## src/rtl/msrv32_ahb_dmem_bridge.sv

```systemverilog
// msrv32_ahb_dmem_bridge: data-side AHB-Lite master bridge for the msrv32 core data-memory port.
// Converts single-cycle core load/store requests into AHB-Lite transfers (address phase, then data phase).
// It absorbs wait states and the two-cycle ERROR response, then returns one response pulse per request.
// Core side:
//   req_valid_in/req_wr_in/req_addr_in/req_size_in/req_wdata_in carry the request.
//   req_ready_out is the accept handshake, and stall_out holds the pipeline.
//   rsp_valid_out/rsp_rdata_out/rsp_err_out return the response.
// Bus side:
//   haddr_out/htrans_out/hwrite_out/hsize_out/hwdata_out are the master outputs.
//   hrdata_in/hready_in/hresp_in are the slave response.
// Optional: define MSRV32_BUS_ERR_CAPTURE_EN to latch the faulting address on err_addr_out.
module msrv32_ahb_dmem_bridge #(
    parameter int                ADDR_W       = 32,
    parameter int                DATA_W       = 32,
    parameter logic [ADDR_W-1:0] ERR_ADDR_RST = '0
) (
    input  logic              clk_in,
    input  logic              rst_in,
    input  logic              req_valid_in,
    input  logic              req_wr_in,
    input  logic [ADDR_W-1:0] req_addr_in,
    input  logic [1:0]        req_size_in,
    input  logic [DATA_W-1:0] req_wdata_in,
    output logic              req_ready_out,
    output logic              stall_out,
    output logic              rsp_valid_out,
    output logic [DATA_W-1:0] rsp_rdata_out,
    output logic              rsp_err_out,
    output logic [ADDR_W-1:0] haddr_out,
    output logic [1:0]        htrans_out,
    output logic              hwrite_out,
    output logic [2:0]        hsize_out,
    output logic [DATA_W-1:0] hwdata_out,
    input  logic [DATA_W-1:0] hrdata_in,
    input  logic              hready_in,
    input  logic              hresp_in,
    output logic [ADDR_W-1:0] err_addr_out
);
    typedef enum logic [1:0] {IDLE, ADDR, DATA, ERR} state_t;
    state_t            r_state, w_next;
    logic [ADDR_W-1:0] r_addr;
    logic [1:0]        r_size;
    logic              r_wr;
    logic [DATA_W-1:0] r_wdata;
    logic              r_rsp_valid, r_rsp_err;
    logic [DATA_W-1:0] r_rdata;
    logic              w_illegal, w_done, w_err;
    logic [DATA_W-1:0] w_rdata;

    assign w_illegal = (req_size_in == 2'b11) || (req_size_in == 2'b01 && req_addr_in[0]) ||
                       (req_size_in == 2'b10 && req_addr_in[1:0] != 2'b00);

    always_comb begin
        w_next  = r_state;
        w_done  = 1'b0;
        w_err   = 1'b0;
        w_rdata = '0;
        case (r_state)
            IDLE: if (req_valid_in) begin
                if (w_illegal) begin
                    w_done = 1'b1;
                    w_err  = 1'b1;
                end else w_next = ADDR;
            end
            ADDR: if (hready_in) w_next = DATA;
            // hready+hresp without a prior ERR cycle is a slave protocol violation; end it as an error
            DATA: if (hready_in) begin
                w_next  = IDLE;
                w_done  = 1'b1;
                w_err   = hresp_in;
                w_rdata = (hresp_in || r_wr) ? '0 : hrdata_in;
            end else if (hresp_in) w_next = ERR;
            ERR: if (hready_in) begin
                w_next = IDLE;
                w_done = 1'b1;
                w_err  = 1'b1;
            end
            default: w_next = IDLE;
        endcase
    end

    always_ff @(posedge clk_in or negedge rst_in) begin
        if (!rst_in) begin
            r_state     <= IDLE;
            r_addr      <= '0;
            r_size      <= 2'b10;
            r_wr        <= 1'b0;
            r_wdata     <= '0;
            r_rsp_valid <= 1'b0;
            r_rsp_err   <= 1'b0;
            r_rdata     <= '0;
        end else begin
            r_state     <= w_next;
            r_rsp_valid <= w_done;
            r_rsp_err   <= w_err;
            if (w_done) r_rdata <= w_rdata;
            if (r_state == IDLE && req_valid_in && !w_illegal) begin
                r_addr  <= req_addr_in;
                r_size  <= req_size_in;
                r_wr    <= req_wr_in;
                r_wdata <= req_wdata_in;
            end
        end
    end

    assign req_ready_out = r_state == IDLE;
    assign stall_out     = r_state != IDLE;
    assign rsp_valid_out = r_rsp_valid;
    assign rsp_err_out   = r_rsp_err;
    assign rsp_rdata_out = r_rdata;
    assign htrans_out    = (r_state == ADDR) ? 2'b10 : 2'b00;
    assign haddr_out     = r_addr;
    assign hwrite_out    = r_wr;
    assign hsize_out     = {1'b0, r_size};
    assign hwdata_out    = r_wdata;

`ifdef MSRV32_BUS_ERR_CAPTURE_EN
    logic [ADDR_W-1:0] r_err_addr;

    // illegal requests fault in IDLE on the live address; bus errors on the registered one
    always_ff @(posedge clk_in or negedge rst_in) begin
        if (!rst_in) r_err_addr <= ERR_ADDR_RST;
        else if (w_done && w_err) r_err_addr <= (r_state == IDLE) ? req_addr_in : r_addr;
    end

    assign err_addr_out = r_err_addr;
`else
    assign err_addr_out = ERR_ADDR_RST & '0;
`endif
endmodule
```

## config.mk

```make
export PLATFORM = sky130hd
export DESIGN_NAME = msrv32_ahb_dmem_bridge
export DESIGN_NICKNAME = d
export VERILOG_FILES = /design/src/rtl/msrv32_ahb_dmem_bridge.sv
export SDC_FILE = /design/constraint.sdc
export NUM_CORES = 1
export LEC_CHECK = 0
export CORE_ASPECT_RATIO = 0.7
export CORE_MARGIN = 2
export CORE_UTILIZATION = 41
export CTS_CLUSTER_DIAMETER = 200
export CTS_CLUSTER_SIZE = 12
export DETAILED_ROUTE_END_ITERATION = 12
export PLACE_DENSITY = 0.82
export RECOVER_POWER = 25
export SYNTH_ARGS = -nofsm -noshare
export SYNTH_HDL_FRONTEND = slang
export SYNTH_SLANG_ARGS = --single-unit
```

## constraint.sdc

```tcl
create_clock -name clk_in -period 4.4 [get_ports clk_in]
set_input_delay 0.44 -clock clk_in [delete_from_list [all_inputs] [get_ports clk_in]]
set_output_delay 0.44 -clock clk_in [all_outputs]
set_load 0.02 [all_outputs]
```

==> report_table.html <==
<table>
<tr><th>Metric</th><th>Value</th></tr>
<tr><th colspan="2">Clock network</th></tr>
<tr><td>Total number of clock tree sinks</td><td>103</td></tr>
<tr><td>Post-CTS sizing</td><td>0</td></tr>
<tr><td>Number of buffers inserted by hold repair at cts</td><td>0</td></tr>
<tr><td>Cell chosen for the clock root</td><td>clkbuf_16</td></tr>
<tr><td>Buffers from clock root to sink, at most</td><td>2</td></tr>
<tr><td>Clock buffer count from CTS</td><td>9</td></tr>
<tr><td>Count of H-tree levels built during CTS</td><td>3</td></tr>
<tr><td>CTS tree</td><td>done</td></tr>
<tr><td>Clock latency of the later-clocked register in the worst-skew pair</td><td>0.33 ns</td></tr>
<tr><td>Post-CTS setup buffer count</td><td>0</td></tr>
<tr><td>Clock slew at the register clock pins of the worst setup and hold paths</td><td>0.07 ns</td></tr>
<tr><th colspan="2">Detailed routing</th></tr>
<tr><td>Number of iterations in the first detailed-routing pass</td><td>4</td></tr>
<tr><td>Remaining antenna violation count</td><td>0</td></tr>
<tr><td>Detailed-route wire length</td><td>10100 um</td></tr>
<tr><td>Via total after detailed routing</td><td>2845</td></tr>
<tr><td>DRC viols</td><td>0</td></tr>
<tr><td>Number of DRC markers in iteration 0</td><td>138</td></tr>
<tr><td>DR WL/cell</td><td>16.7 um</td></tr>
<tr><td>Via/cell ratio</td><td>4.69</td></tr>
<tr><th colspan="2">Layout</th></tr>
<tr><td>Layout overhead on the synthesized area</td><td>55.8%</td></tr>
<tr><td>Util after Layout</td><td>0.662</td></tr>
<tr><td>Leading cell type in the layout, fill and taps excluded</td><td>clkdlybuf4s50_1</td></tr>
<tr><td>Fraction of layout cells with a size suffix above 1</td><td>0.192</td></tr>
<tr><td>Most frequent cells in the layout</td><td>clkdlybuf4s50_1, dfrtp_1, mux2_2</td></tr>
<tr><td>Number of fill cells</td><td>709</td></tr>
<tr><td>Final #Nets</td><td>578</td></tr>
<tr><td>Antenna cell count</td><td>0</td></tr>
<tr><th colspan="2">STA</th></tr>
<tr><td>Total setup violations reported at the end of the flow</td><td>0</td></tr>
<tr><td>Endpoints failing hold</td><td>0</td></tr>
<tr><td>Slew Limit Headroom</td><td>0.259</td></tr>
<tr><td>Transition time at the pin with the least slew margin</td><td>1.11 ns</td></tr>
<tr><td>Unrepaired setup endpoints after global routing</td><td>no</td></tr>
<tr><td>Slew Limit Fails</td><td>0</td></tr>
<tr><td>Final clock skew</td><td>0.00668 ns</td></tr>
<tr><td>Sum of negative setup slack</td><td>0 ns</td></tr>
<tr><td>Min cycle time layout</td><td>2.34 ns</td></tr>
<tr><td>Fin crit share</td><td>0.532</td></tr>
<tr><td>Max Fclk</td><td>427 MHz</td></tr>
<tr><td>Tightest hold margin</td><td>0.121 ns</td></tr>
<tr><th colspan="2">Synth</th></tr>
<tr><td>Total standard cell area after synthesis</td><td>4150 um2</td></tr>
<tr><td>Yosys warnings</td><td>0</td></tr>
<tr><td>Synth unique cells</td><td>23</td></tr>
<tr><td>Number of synthesized register bits</td><td>103</td></tr>
<tr><td>Syn_area_per_cell</td><td>15.5 um2</td></tr>
<tr><td>Synthesized instance count</td><td>268</td></tr>
<tr><td>Proportion of synthesized chip area in sequential cells</td><td>0.622</td></tr>
<tr><th colspan="2">Die</th></tr>
<tr><td>Die outline area</td><td>11000 um2</td></tr>
<tr><td>Number of placement rows</td><td>30</td></tr>
<tr><td>I/O pin count</td><td>242</td></tr>
<tr><td>Die width</td><td>124 um</td></tr>
<tr><td>Die Y</td><td>88.2 um</td></tr>
<tr><td>Initial core utilization</td><td>0.425</td></tr>
<tr><td>Core Region</td><td>9760 um2</td></tr>
<tr><th colspan="2">Critical path</th></tr>
<tr><td>Worst Path Required</td><td>4.61 ns</td></tr>
<tr><td>CP arrival</td><td>2.55 ns</td></tr>
<tr><td>Slowest stage cell, crit path</td><td>a21bo_4</td></tr>
<tr><td>Cell breakdown of the critical path</td><td>dlygate4sd3_1 &gt; a21o_1 &gt; a21bo_4 &gt; mux2_2</td></tr>
<tr><td>Total buffers and inverters traversed by the critical path</td><td>1</td></tr>
<tr><td>Kind of critical path</td><td>in -&gt; reg</td></tr>
<tr><td>Max Fanout on Critical Path</td><td>68</td></tr>
<tr><td>Endpoint type of the worst setup path</td><td>flop</td></tr>
<tr><td>Worst Setup Start Kind</td><td>input port</td></tr>
<tr><td>Cell family with the largest share of critical-path delay</td><td>compound AO/OA/AOI/OAI gates</td></tr>
<tr><td>Slowest Stage Delay on Critical Path</td><td>0.85 ns</td></tr>
<tr><th colspan="2">Pwr</th></tr>
<tr><td>Worst ir drop on vdd</td><td>0.257 mV</td></tr>
<tr><td>Power density cells</td><td>669 nW/um2</td></tr>
<tr><td>Leakage</td><td>2.87 nW</td></tr>
<tr><td>Sum of internal, switching and leakage power</td><td>4.33 mW</td></tr>
<tr><th colspan="2">Run</th></tr>
<tr><td>Reported max-cap violation count</td><td>0</td></tr>
<tr><th colspan="2">Global routing</th></tr>
<tr><td>Met1 track utilization from global routing</td><td>0.237</td></tr>
<tr><td>Total grt overflow</td><td>0</td></tr>
<tr><td>Busiest layer in global routing</td><td>met2</td></tr>
<tr><td>Largest net degree at the start of global routing</td><td>69</td></tr>
<tr><td>Grt met2 use</td><td>0.300</td></tr>
<tr><td>First-pass GRT wire length</td><td>15700 um</td></tr>
<tr><td>Global-route usage over all layers</td><td>0.183</td></tr>
<tr><td>Initial antenna violation count</td><td>0</td></tr>
<tr><td>GR met3 Demand/Resource</td><td>0.0635</td></tr>
<tr><td>Via count of the first global-routing pass</td><td>2836</td></tr>
<tr><th colspan="2">Placed design</th></tr>
<tr><td>Routability-driven placement congestion ratio</td><td>0.777</td></tr>
<tr><td>Count of buffers inserted at the top-level ports</td><td>207</td></tr>
<tr><td>DP Wirelength</td><td>7540 um</td></tr>
<tr><th colspan="2">Min path</th></tr>
<tr><td>Worst min-delay path category</td><td>in -&gt; async</td></tr>
<tr><th colspan="2">Outcome</th></tr>
<tr><td>Run status</td><td>completed</td></tr>
</table>
==> report_power, final <==
part	switching, mW	leakage (nW)	internal (mW)
Sequential	0.224	1.28	1.34
Combinational	0.937	1.46	1.11
Clock	0.336	0.121	0.381
Total	1.50	2.87	2.83
==> metrics by stage <==
| step | cells | setup slack (ns) | area (um2) |
|---|---|---|---|
| 2_1_floorplan | 301 | 2.61 | 4270 |
| 3_3_place_gp | 591 | 1.84 | 6200 |
| 3_5_place_dp | 591 | 1.78 | 6200 |
| 4_1_cts | 606 | 2.12 | 6460 |
| 5_1_grt | 606 | 1.96 | 6460 |
| 6_report | 606 | 2.06 | 6460 |
==> Yosys cell counts, drive strengths merged <==
library cell | n | share of area
a21bo | 1 | 0.0024
a21o | 1 | 0.0018
a21oi | 1 | 0.0012
a22o | 32 | 0.068
a32oi | 1 | 0.0021
buf | 46 | 0.082
clkbuf | 2 | 0.0018
conb | 1 | 0.00090
dfrtp | 102 | 0.62
dfstp | 1 | 0.0063
inv | 2 | 0.0018
mux2 | 68 | 0.20
nand2 | 1 | 0.00090
nand3 | 1 | 0.0012
nor2 | 2 | 0.0018
nor2b | 1 | 0.0015
nor3b | 1 | 0.0030
nor4 | 1 | 0.0015
o21ai | 2 | 0.0024
or3 | 1 | 0.0027
==> cells by family (layout without fill, tap and decap cells) <==
| family | after synthesis | count (layout) | share of synthesized area |
|---|---|---|---|
| AO/OA/AOI/OAI | 38 | 38 | 0.0775 |
| multiplexers | 68 | 68 | 0.202 |
| buffers and inverters | 50 | 227 | 0.0856 |
| AND/OR/NAND/NOR | 8 | 8 | 0.0127 |
| other | 1 | 34 | 0.000904 |
| flip-flops | 103 | 103 | 0.622 |
==> per-layer routing <==
| layer | vias up | part of all wire |
|---|---|---|
| li1 | 1290 | - |
| met5 | - | 0 |
| met3 | 11 | 0.081 |
| met2 | 146 | 0.48 |
| met4 | 0 | 0.012 |
| met1 | 1398 | 0.43 |
==> layout make-up <==
class | count | area [um2] | share of cell area
Inverter | 2 | 7.51 | 0.00116
Sequential cell | 103 | 2580 | 0.399
Tap cell | 128 | 160 | 0.0248
Clock buffer | 10 | 229 | 0.0354
Timing Repair Buffer | 210 | 2090 | 0.324
Clock inverter | 5 | 36.3 | 0.00561
Multi-Input combinational cell | 148 | 1360 | 0.210
==> final timing paths <==
| check | start | to | slack, ns | cells past startpoint |
|---|---|---|---|---|
| max | req_size_in[0] | hwdata_out[2]$_DFFE_PN0P_ | 2.06 | 4 |
| min | rst_in | rsp_rdata_out[2]$_DFFE_PN0P_ | 0.12 | 1 |
| max reg2reg | r_state[1]$_DFFE_PN0P_ | hwdata_out[2]$_DFFE_PN0P_ | 2.31 | 3 |
| min reg2reg | hwdata_out[4]$_DFFE_PN0P_ | hwdata_out[4]$_DFFE_PN0P_ | 0.51 | 1 |
| max in group asynchronous | rst_in | haddr_out[19]$_DFFE_PN0P_ | 3.13 | 2 |
| min in group clk_in | hwdata_out[4]$_DFFE_PN0P_ | hwdata_out[4]$_DFFE_PN0P_ | 0.51 | 1 |
==> registers in the layout, indices dropped and copies added, names as in the netlist <==
| name | cells |
|---|---|
| haddr_out | 32 |
| hwdata_out | 32 |
| hwrite_out | 1 |
| r_size | 2 |
| r_state | 2 |
| rsp_err_out | 1 |
| rsp_rdata_out | 32 |
| rsp_valid_out | 1 |
No activity file was read; power rests on OpenSTA's default activity.
